==> src/rtl/multicycle_sequencer_pkg.sv <==
// Shared encodings for the multi-cycle CPU sequencer and its control decoder:
// control states, opcodes, R-type function codes and a memory-state helper.
package multicycle_sequencer_pkg;

  typedef enum logic [3:0] {
    S_IF          = 4'd0,
    S_ID          = 4'd1,
    S_R_TYPE_EX   = 4'd2,
    S_I_TYPE_EX   = 4'd3,
    S_BRANCH_EX   = 4'd4,
    S_STORE_EX    = 4'd5,
    S_LOAD_EX     = 4'd6,
    S_STORE_MEM   = 4'd7,
    S_LOAD_MEM    = 4'd8,
    S_R_TYPE_WB   = 4'd9,
    S_I_TYPE_WB   = 4'd10,
    S_LOAD_WB     = 4'd11,
    S_HALT        = 4'd12
  } state_t;

  localparam logic [3:0] OP_BNE   = 4'd0;
  localparam logic [3:0] OP_BEQ   = 4'd1;
  localparam logic [3:0] OP_BGZ   = 4'd2;
  localparam logic [3:0] OP_BLZ   = 4'd3;
  localparam logic [3:0] OP_ADI   = 4'd4;
  localparam logic [3:0] OP_ORI   = 4'd5;
  localparam logic [3:0] OP_LHI   = 4'd6;
  localparam logic [3:0] OP_LWD   = 4'd7;
  localparam logic [3:0] OP_SWD   = 4'd8;
  localparam logic [3:0] OP_JMP   = 4'd9;
  localparam logic [3:0] OP_JAL   = 4'd10;
  localparam logic [3:0] OP_RTYPE = 4'd15;

  localparam logic [5:0] FN_ADD = 6'd0;
  localparam logic [5:0] FN_SUB = 6'd1;
  localparam logic [5:0] FN_AND = 6'd2;
  localparam logic [5:0] FN_ORR = 6'd3;
  localparam logic [5:0] FN_NOT = 6'd4;
  localparam logic [5:0] FN_TCP = 6'd5;
  localparam logic [5:0] FN_SHL = 6'd6;
  localparam logic [5:0] FN_SHR = 6'd7;
  localparam logic [5:0] FN_JPR = 6'd25;
  localparam logic [5:0] FN_JRL = 6'd26;
  localparam logic [5:0] FN_WWD = 6'd28;
  localparam logic [5:0] FN_HLT = 6'd29;

  // States that hold a memory access open until mem_ready
  function automatic logic is_mem_state(input state_t s);
    return (s == S_IF) || (s == S_LOAD_MEM) || (s == S_STORE_MEM);
  endfunction

endpackage

==> src/rtl/multicycle_sequencer_seq_mem_watchdog.sv <==
// Memory-wait watchdog: counts consecutive unacknowledged cycles in a memory
// state and flags a timeout on the MEM_TIMEOUT-th one unless mem_ready arrives.
module seq_mem_watchdog
  import multicycle_sequencer_pkg::*;
#(
  parameter int MEM_TIMEOUT = 255
) (
  input  logic clk,
  input  logic reset,
  input  logic in_mem_state,
  input  logic mem_ready,
  output logic timeout
);

  localparam int CNT_W = ($clog2(MEM_TIMEOUT + 1) > 8) ? $clog2(MEM_TIMEOUT + 1) : 8;
  localparam logic [CNT_W-1:0] LIMIT = CNT_W'(MEM_TIMEOUT - 1);

  logic             waiting;
  logic [CNT_W-1:0] cnt_q;

  assign waiting = in_mem_state & ~mem_ready;
  assign timeout = waiting & (cnt_q >= LIMIT);

  // Any acknowledged or non-memory cycle clears, so each access starts from zero
  always_ff @(posedge clk) begin
    if (reset || !waiting) begin
      cnt_q <= '0;
    end else begin
      cnt_q <= cnt_q + CNT_W'(1);
    end
  end

endmodule

==> src/rtl/multicycle_sequencer.sv <==
// Next-state controller for the 16-bit multi-cycle CPU (IF/ID/EX/MEM/WB).
// Optional memory-wait timeout fault: define MULTICYCLE_SEQ_MEM_TIMEOUT_EN.
module multicycle_sequencer
  import multicycle_sequencer_pkg::*;
#(
  parameter int WORD_SIZE   = 16,
  parameter int MEM_TIMEOUT = 255
) (
  input  logic                 clk,
  input  logic                 reset,
  input  logic [3:0]           opcode,
  input  logic [5:0]           func,
  input  logic                 mem_ready,
  output logic [3:0]           state,
  output logic                 mem_wait,
  output logic                 inst_done,
  output logic [WORD_SIZE-1:0] num_inst,
  output logic                 wwd_valid,
  output logic                 illegal_inst,
  output logic                 is_halted,
  output logic                 mem_error
);

  state_t                state_q;
  state_t                state_d;
  logic                  done_c;
  logic                  wwd_c;
  logic                  illegal_c;
  logic                  wait_c;
  logic                  timeout;
  logic [WORD_SIZE-1:0]  num_q;
  logic                  halted_q;

  always_comb begin
    state_d   = state_q;
    done_c    = 1'b0;
    wwd_c     = 1'b0;
    illegal_c = 1'b0;
    wait_c    = 1'b0;
    case (state_q)
      S_IF: begin
        if (mem_ready) state_d = S_ID;
        else           wait_c  = 1'b1;
      end
      S_ID: begin
        if (opcode == OP_RTYPE) begin
          case (func)
            FN_JPR, FN_JRL: begin
              state_d = S_IF;
              done_c  = 1'b1;
            end
            FN_WWD: begin
              state_d = S_IF;
              done_c  = 1'b1;
              wwd_c   = 1'b1;
            end
            FN_HLT: state_d = S_HALT;
            FN_ADD, FN_SUB, FN_AND, FN_ORR,
            FN_NOT, FN_TCP, FN_SHL, FN_SHR: state_d = S_R_TYPE_EX;
            default: begin
              state_d   = S_IF;
              done_c    = 1'b1;
              illegal_c = 1'b1;
            end
          endcase
        end else begin
          case (opcode)
            OP_JMP, OP_JAL: begin
              state_d = S_IF;
              done_c  = 1'b1;
            end
            OP_BNE, OP_BEQ, OP_BGZ, OP_BLZ: state_d = S_BRANCH_EX;
            OP_ADI, OP_ORI, OP_LHI:         state_d = S_I_TYPE_EX;
            OP_LWD:                         state_d = S_LOAD_EX;
            OP_SWD:                         state_d = S_STORE_EX;
            default: begin
              state_d   = S_IF;
              done_c    = 1'b1;
              illegal_c = 1'b1;
            end
          endcase
        end
      end
      S_R_TYPE_EX: state_d = S_R_TYPE_WB;
      S_I_TYPE_EX: state_d = S_I_TYPE_WB;
      S_LOAD_EX:   state_d = S_LOAD_MEM;
      S_STORE_EX:  state_d = S_STORE_MEM;
      S_R_TYPE_WB, S_I_TYPE_WB, S_LOAD_WB, S_BRANCH_EX: begin
        state_d = S_IF;
        done_c  = 1'b1;
      end
      S_LOAD_MEM: begin
        if (mem_ready) state_d = S_LOAD_WB;
        else           wait_c  = 1'b1;
      end
      S_STORE_MEM: begin
        if (mem_ready) begin
          state_d = S_IF;
          done_c  = 1'b1;
        end else begin
          wait_c = 1'b1;
        end
      end
      S_HALT:  state_d = S_HALT;
      default: state_d = S_IF;
    endcase
    // A timed-out access abandons the instruction; it is never counted
    if (timeout) begin
      state_d = S_HALT;
      done_c  = 1'b0;
    end
  end

  // ---- state / counter register stage ----
  always_ff @(posedge clk) begin
    if (reset) begin
      state_q  <= S_IF;
      num_q    <= '0;
      halted_q <= 1'b0;
    end else begin
      state_q <= state_d;
      if (done_c) num_q <= num_q + WORD_SIZE'(1);
      if (state_d == S_HALT) halted_q <= 1'b1;
    end
  end

`ifdef MULTICYCLE_SEQ_MEM_TIMEOUT_EN
  logic in_mem;
  logic err_q;

  assign in_mem = is_mem_state(state_q);

  seq_mem_watchdog #(
    .MEM_TIMEOUT (MEM_TIMEOUT)
  ) u_watchdog (
    .clk          (clk),
    .reset        (reset),
    .in_mem_state (in_mem),
    .mem_ready    (mem_ready),
    .timeout      (timeout)
  );

  always_ff @(posedge clk) begin
    if (reset)        err_q <= 1'b0;
    else if (timeout) err_q <= 1'b1;
  end

  assign mem_error = err_q;
`else
  logic unused_timeout_cfg;

  assign unused_timeout_cfg = ^MEM_TIMEOUT;
  assign timeout            = 1'b0;
  assign mem_error          = 1'b0;
`endif

  assign state        = state_q;
  assign num_inst     = num_q;
  assign is_halted    = halted_q;
  assign mem_wait     = wait_c    & ~reset;
  assign inst_done    = done_c    & ~reset;
  assign wwd_valid    = wwd_c     & ~reset;
  assign illegal_inst = illegal_c & ~reset;

endmodule

==> config.mk <==
export PLATFORM = sky130hd
export DESIGN_NAME = multicycle_sequencer
export DESIGN_NICKNAME = d
export VERILOG_FILES = /design/src/rtl/multicycle_sequencer_pkg.sv /design/src/rtl/multicycle_sequencer_seq_mem_watchdog.sv /design/src/rtl/multicycle_sequencer.sv
export SDC_FILE = /design/constraint.sdc
export NUM_CORES = 1
export LEC_CHECK = 0
export CORE_UTILIZATION = 44
export CTS_CLUSTER_SIZE = 12
export DETAILED_ROUTE_END_ITERATION = 12
export GPL_ROUTABILITY_DRIVEN = 0
export PLACE_DENSITY = 0.76
export SYNTH_ARGS = -nofsm -noshare
export SYNTH_HDL_FRONTEND = slang
export SYNTH_SLANG_ARGS = --single-unit
==> constraint.sdc <==
create_clock -name clk -period 1.95 [get_ports clk]
set_input_delay 0.39 -clock clk [delete_from_list [all_inputs] [get_ports clk]]
set_output_delay 0.39 -clock clk [all_outputs]
set_load 0.03 [all_outputs]
# Word level (Yosys, flattened, before mapping)
# Index checks and enable logic that the tools add are counted.
# word_totals
reg_bits,21
in_bits,13
out_inout_bits,26
elab_cells,77
# classes
add_sub_neg,1
eq_ne,35
n_mux,21
n_bitwise,5
n_reduce_logical,12
# op_table
op,count
$eq 4x4->1 const B,10
$pmux 4 s9,1
$eq 4x3->1 const B,8
$eq 6x3->1 const B,4
$eq 6x5->1 const B,4
$reduce_or 9->1,2
$add 16x1->16 const B,1
$eq 4x2->1 const B,4
$mux 4,4
$mux 1,13
$eq 6x2->1 const B,2
$pmux 3 s4,1
$reduce_or 12->1,1
$reduce_or 11->1,1
$eq 4x1->1 const B,2
$logic_not 4->1,2
$pmux 4 s2,1
$reduce_or 4->1,2
$reduce_or 8->1,1
$eq 6x1->1 const B,1
$logic_not 6->1,1
$reduce_or 3->1,2
$and 1x1->1,4
$pmux 1 s3,1
$not 1->1,1

# Logic depth before layout (Yosys ltp)
# logic_depth
depth_word,6
depth_mapped,7
ltp_nobuf,6

# Worst setup path before layout
# OpenSTA, ideal clock, no wires.
# synth_timing
path_kind,register to output
start,register state_q[0] (netlist: state[0])
end,output inst_done
t_arrival_ns,1.968
t_required_ns,1.560
slack_ns,-0.408
path_stages_with_launch,7
n_path_buf,2
cell_sequence,dfxtp_1 -> buf_2 -> and3_1 -> o21ai_0 -> o211a_4 -> buf_4 -> a21oi_1
# synth_between
elab_chain_cells,4
word_cells_on_any_way,9
# synth_rtl
element,line_no,source
"start, declared",multicycle_sequencer.sv:24,state_t state_q;
"start signal, assigned",multicycle_sequencer.sv:121,state_q <= state_d;
$eq 4x4->1 or $eq 4x3->1 (tied branches),multicycle_sequencer.sv:40,case (state_q)
$reduce_or 4->1,multicycle_sequencer.sv:40,
$pmux 1 s3 *,multicycle_sequencer.sv:40,
$and 1x1->1 *,multicycle_sequencer.sv:161,assign inst_done = done_c & ~reset;
"end, declared",multicycle_sequencer.sv:16,"output logic inst_done,"
# Every way passes the cells marked *; elsewhere a longest branch is shown, timed or not.

# Worst setup path in the final report
# layout_timing
start,register state_q[1] (netlist: state[1])
end,output inst_done
# Same word-level chain as after synthesis.

==> results.yml <==
yosys:
  synth_seq_cells: 21
  ys_types: 46
  synth_edf_count: 0
  synth.avg_cell_area_um2: 7.91
  syn_inst: 193
  synthFlopType: "dfxtp_1"
  synth_seq_area_share_pct: 27.5
  synthArstFlopShare_pct: 0
  synth_nets: 207
  synth_area_mm2: 0.00153
  ys.warnings.count: 0
placement:
  pre_cts_ws_ps: -452
  dp_hpwl_um: 2800
  dp.cells: 290
  placed_cell_area_mm2: 0.00212
  portBuffers: 37
routing:
  vias: 1610
  ant_nets: 0
  routed_wl_um: 3880
  wire_per_inst_um: 13.0
  drc: 0
  first_pass_iters: 4
  vias_per_cell: 5.40
  drtIter0Drc: 107
die:
  start_util_pct: 45.7
  fp.coreArea_mm2: 0.00334
  dieArea_mm2: 0.00371
  rows: 21
  die_y_um: 60.9
  dieWidth_um: 60.9
  io_pins: 39
final_layout:
  mostFrequentLayoutCell: "buf_4"
  final_util_pct: 66.7
  nNetsFinal: 267
  drive_gt1_share_pct: 33.3
  diodes: 0
  final_cells: 298
  final_cell_mix: "31 x buf_4, 25 x nor2_1, 20 x clkdlybuf4s50_1, 17 x dfxtp_1, 15 x nor2b_1"
  fill_cells: 290
  syn_to_final_growth_pct: 45.7
  final_area_mm2: 0.00222
  seq_area_um2: 425
  multi_input_area_mm2: 0.00112
timing:
  fin_tns_setup_ps: -985
  fin_ws_ps: -134
  layout_min_cycle_time_ps: 2080
  post-route-period-util_pct: 107
  drv_slew: 0
  skew_ps: 8.30
  setup_viol: 15
  finalHoldViolations: 0
  max_freq_mhz: 480
  rsz0062_at_grt: "true"
worst_setup_path:
  crit_path_end_kind: "output pin"
  cp.required_ps: 1560
  path_cells: "nor4b_4 -> buf_4 -> nand3_4 -> a21oi_4 -> buf_6"
  startpoint: "state[1]$_SDFF_PP0_"
  max_stage_delay_ps: 350
  cp_data_arrival_time_ps: 1690
  worstRegToRegCells: 6
  r2r-end: "num_inst[15]$_SDFFE_PP0N_"
  crit_slowest_cell: "dfxtp_2"
  path_max_fanout: 8
  critPathKind: "reg -> out"
  rrSetupSlack_ps: -90
  timing.rr.start: "state[1]$_SDFF_PP0_"
  start_kind: "flop"
worst_hold_path:
  hold_path_end: "is_halted$_SDFFE_PP0N_"
  holdPathStages: 2
  hold_path.class: "reg -> reg"
  hp-start: "is_halted$_SDFFE_PP0N_"
run_status:
  outcome: "complete, but fails checks"
  violations: "negative setup slack"
clock_network:
  numCtsBuffers: 3
  cts_sinks: 21
  htreeDepth: 1
  clk_latency_ps: 300
  clk_path_buf_depth: 2
  cts_tree: "built"
  clkTransAtPathRegs_ps: 120
  clock-root-buffer: "clkbuf_4"
power:
  swShare_pct: 31.6
  ir_drop_mv: 0.336
  internal_power_mw: 0.655
  power.switching_mw: 0.303
  leakage_nw: 0.868
  p_seq_share_pct: 46.9
  power_frac_clock_pct: 21.9
  powerDensity_mw_per_mm2: 431
  combPwrFrac_pct: 31.2
global_route:
  grt_pass1_wl_um: 6300
  grtUsageTotal_pct: 21.9
  grt_pass1_vias: 1444
  grt_overflow: 0
  antenna_found_initial: 0
  grt_max_degree: 17
job:
  cap_violations: 0
[layer usage]
| layer | GRT usage (%) | part of all wire [%] | vias up |
|---|---|---|---|
| li1 | - | - | 816 |
| met1 | 30.9 | 47 | 748 |
| met2 | 35.2 | 48 | 42 |
| met3 | 3.20 | 4.1 | 4 |
| met4 | 5.19 | 0.90 | 0 |
| met5 | 0 | 0 | - |
[sequential cells by signal, indices dropped and copies added, names as in the netlist]
register and count:
state 4, num_inst 16, is_halted 1
[Yosys cell counts (3+ instances only)]
| cell type | count | area, µm² |
|---|---|---|
| nor2_1 | 25 | 93.8 |
| dfxtp_1 | 21 | 420 |
| a21oi_1 | 17 | 85.1 |
| nor2b_1 | 15 | 93.8 |
| nand3_1 | 13 | 65.1 |
| mux2_2 | 12 | 135 |
| nand2_1 | 10 | 37.5 |
| nor3_1 | 9 | 45.0 |
| clkbuf_1 | 6 | 22.5 |
| nand4_1 | 6 | 37.5 |
| and3_1 | 4 | 25.0 |
| buf_4 | 4 | 30.0 |
| nand2b_1 | 3 | 18.8 |
| o21ai_0 | 3 | 15.0 |
| or2_2 | 3 | 18.8 |
[cell type report]
class / count / area share (%)
Multi-Input combinational cell: 157 / 50.3
Timing Repair Buffer: 68 / 26.4
Sequential cell: 21 / 19.1
Tap cell: 46 / 2.59
Clock buffer: 3 / 1.01
Inverter: 2 / 0.337
Clock inverter: 1 / 0.225
[timing repair]
action / CTS / global route
hold buffers: 0 / 0
setup buffers: 2 / 2
hold endpoints to repair: 0 / 0
resized for setup: 20 / 23
setup endpoints to repair: 15 / 22
pin swaps: 10 / 8
[critical path, delay by kind of cell (launching register included)]
| kind | cells | cell delay, ps |
|---|---|---|
| AND/OR/NAND/NOR | 2 | 490 |
| flip-flops | 1 | 350 |
| buffers and inverters | 2 | 340 |
| AO/OA/AOI/OAI | 1 | 200 |
[cell families (layout without fill, tap and decap cells)]
logic type	count (synthesis)	in the layout	share of synthesized area [%]
mux	14	14	10.3
compound gates	37	37	18.5
other cells	1	1	0.246
xor+xnor	1	1	0.574
simple gates	103	103	37.1
flops	21	21	27.5
fa+ha+maj	1	1	0.820
buf+inv	15	74	4.84
[power by group through the flow]
stage                     combinational, mW  sequential, mW  clock (mW)
after floorplan                       0.145           0.477           0
after detailed placement              0.278           0.459           0
after global placement                0.275           0.458           0
final                                 0.299           0.449       0.210
after global routing                  0.325           0.451       0.231
after CTS                             0.288           0.449       0.218
[metrics by stage]
stage	hold WS (ps)	power, mW
6_report	500	0.958
5_1_grt	526	1.01
4_1_cts	506	0.955
3_5_place_dp	488	0.737
3_3_place_gp	469	0.734
2_1_floorplan	594	0.622
[worst max path at each step]
stage	endpoint	slack (ps)	depth (start not counted)
6_report	inst_done	-130	5
4_1_cts	inst_done	-200	5
3_5_place_dp	num_inst[3]$_SDFFE_PP0N_	-450	7
3_3_place_gp	num_inst[9]$_SDFFE_PP0N_	-420	7
2_1_floorplan	inst_done	-9	5
5_1_grt	inst_done	-210	5
(Power assumes the default switching activity.)
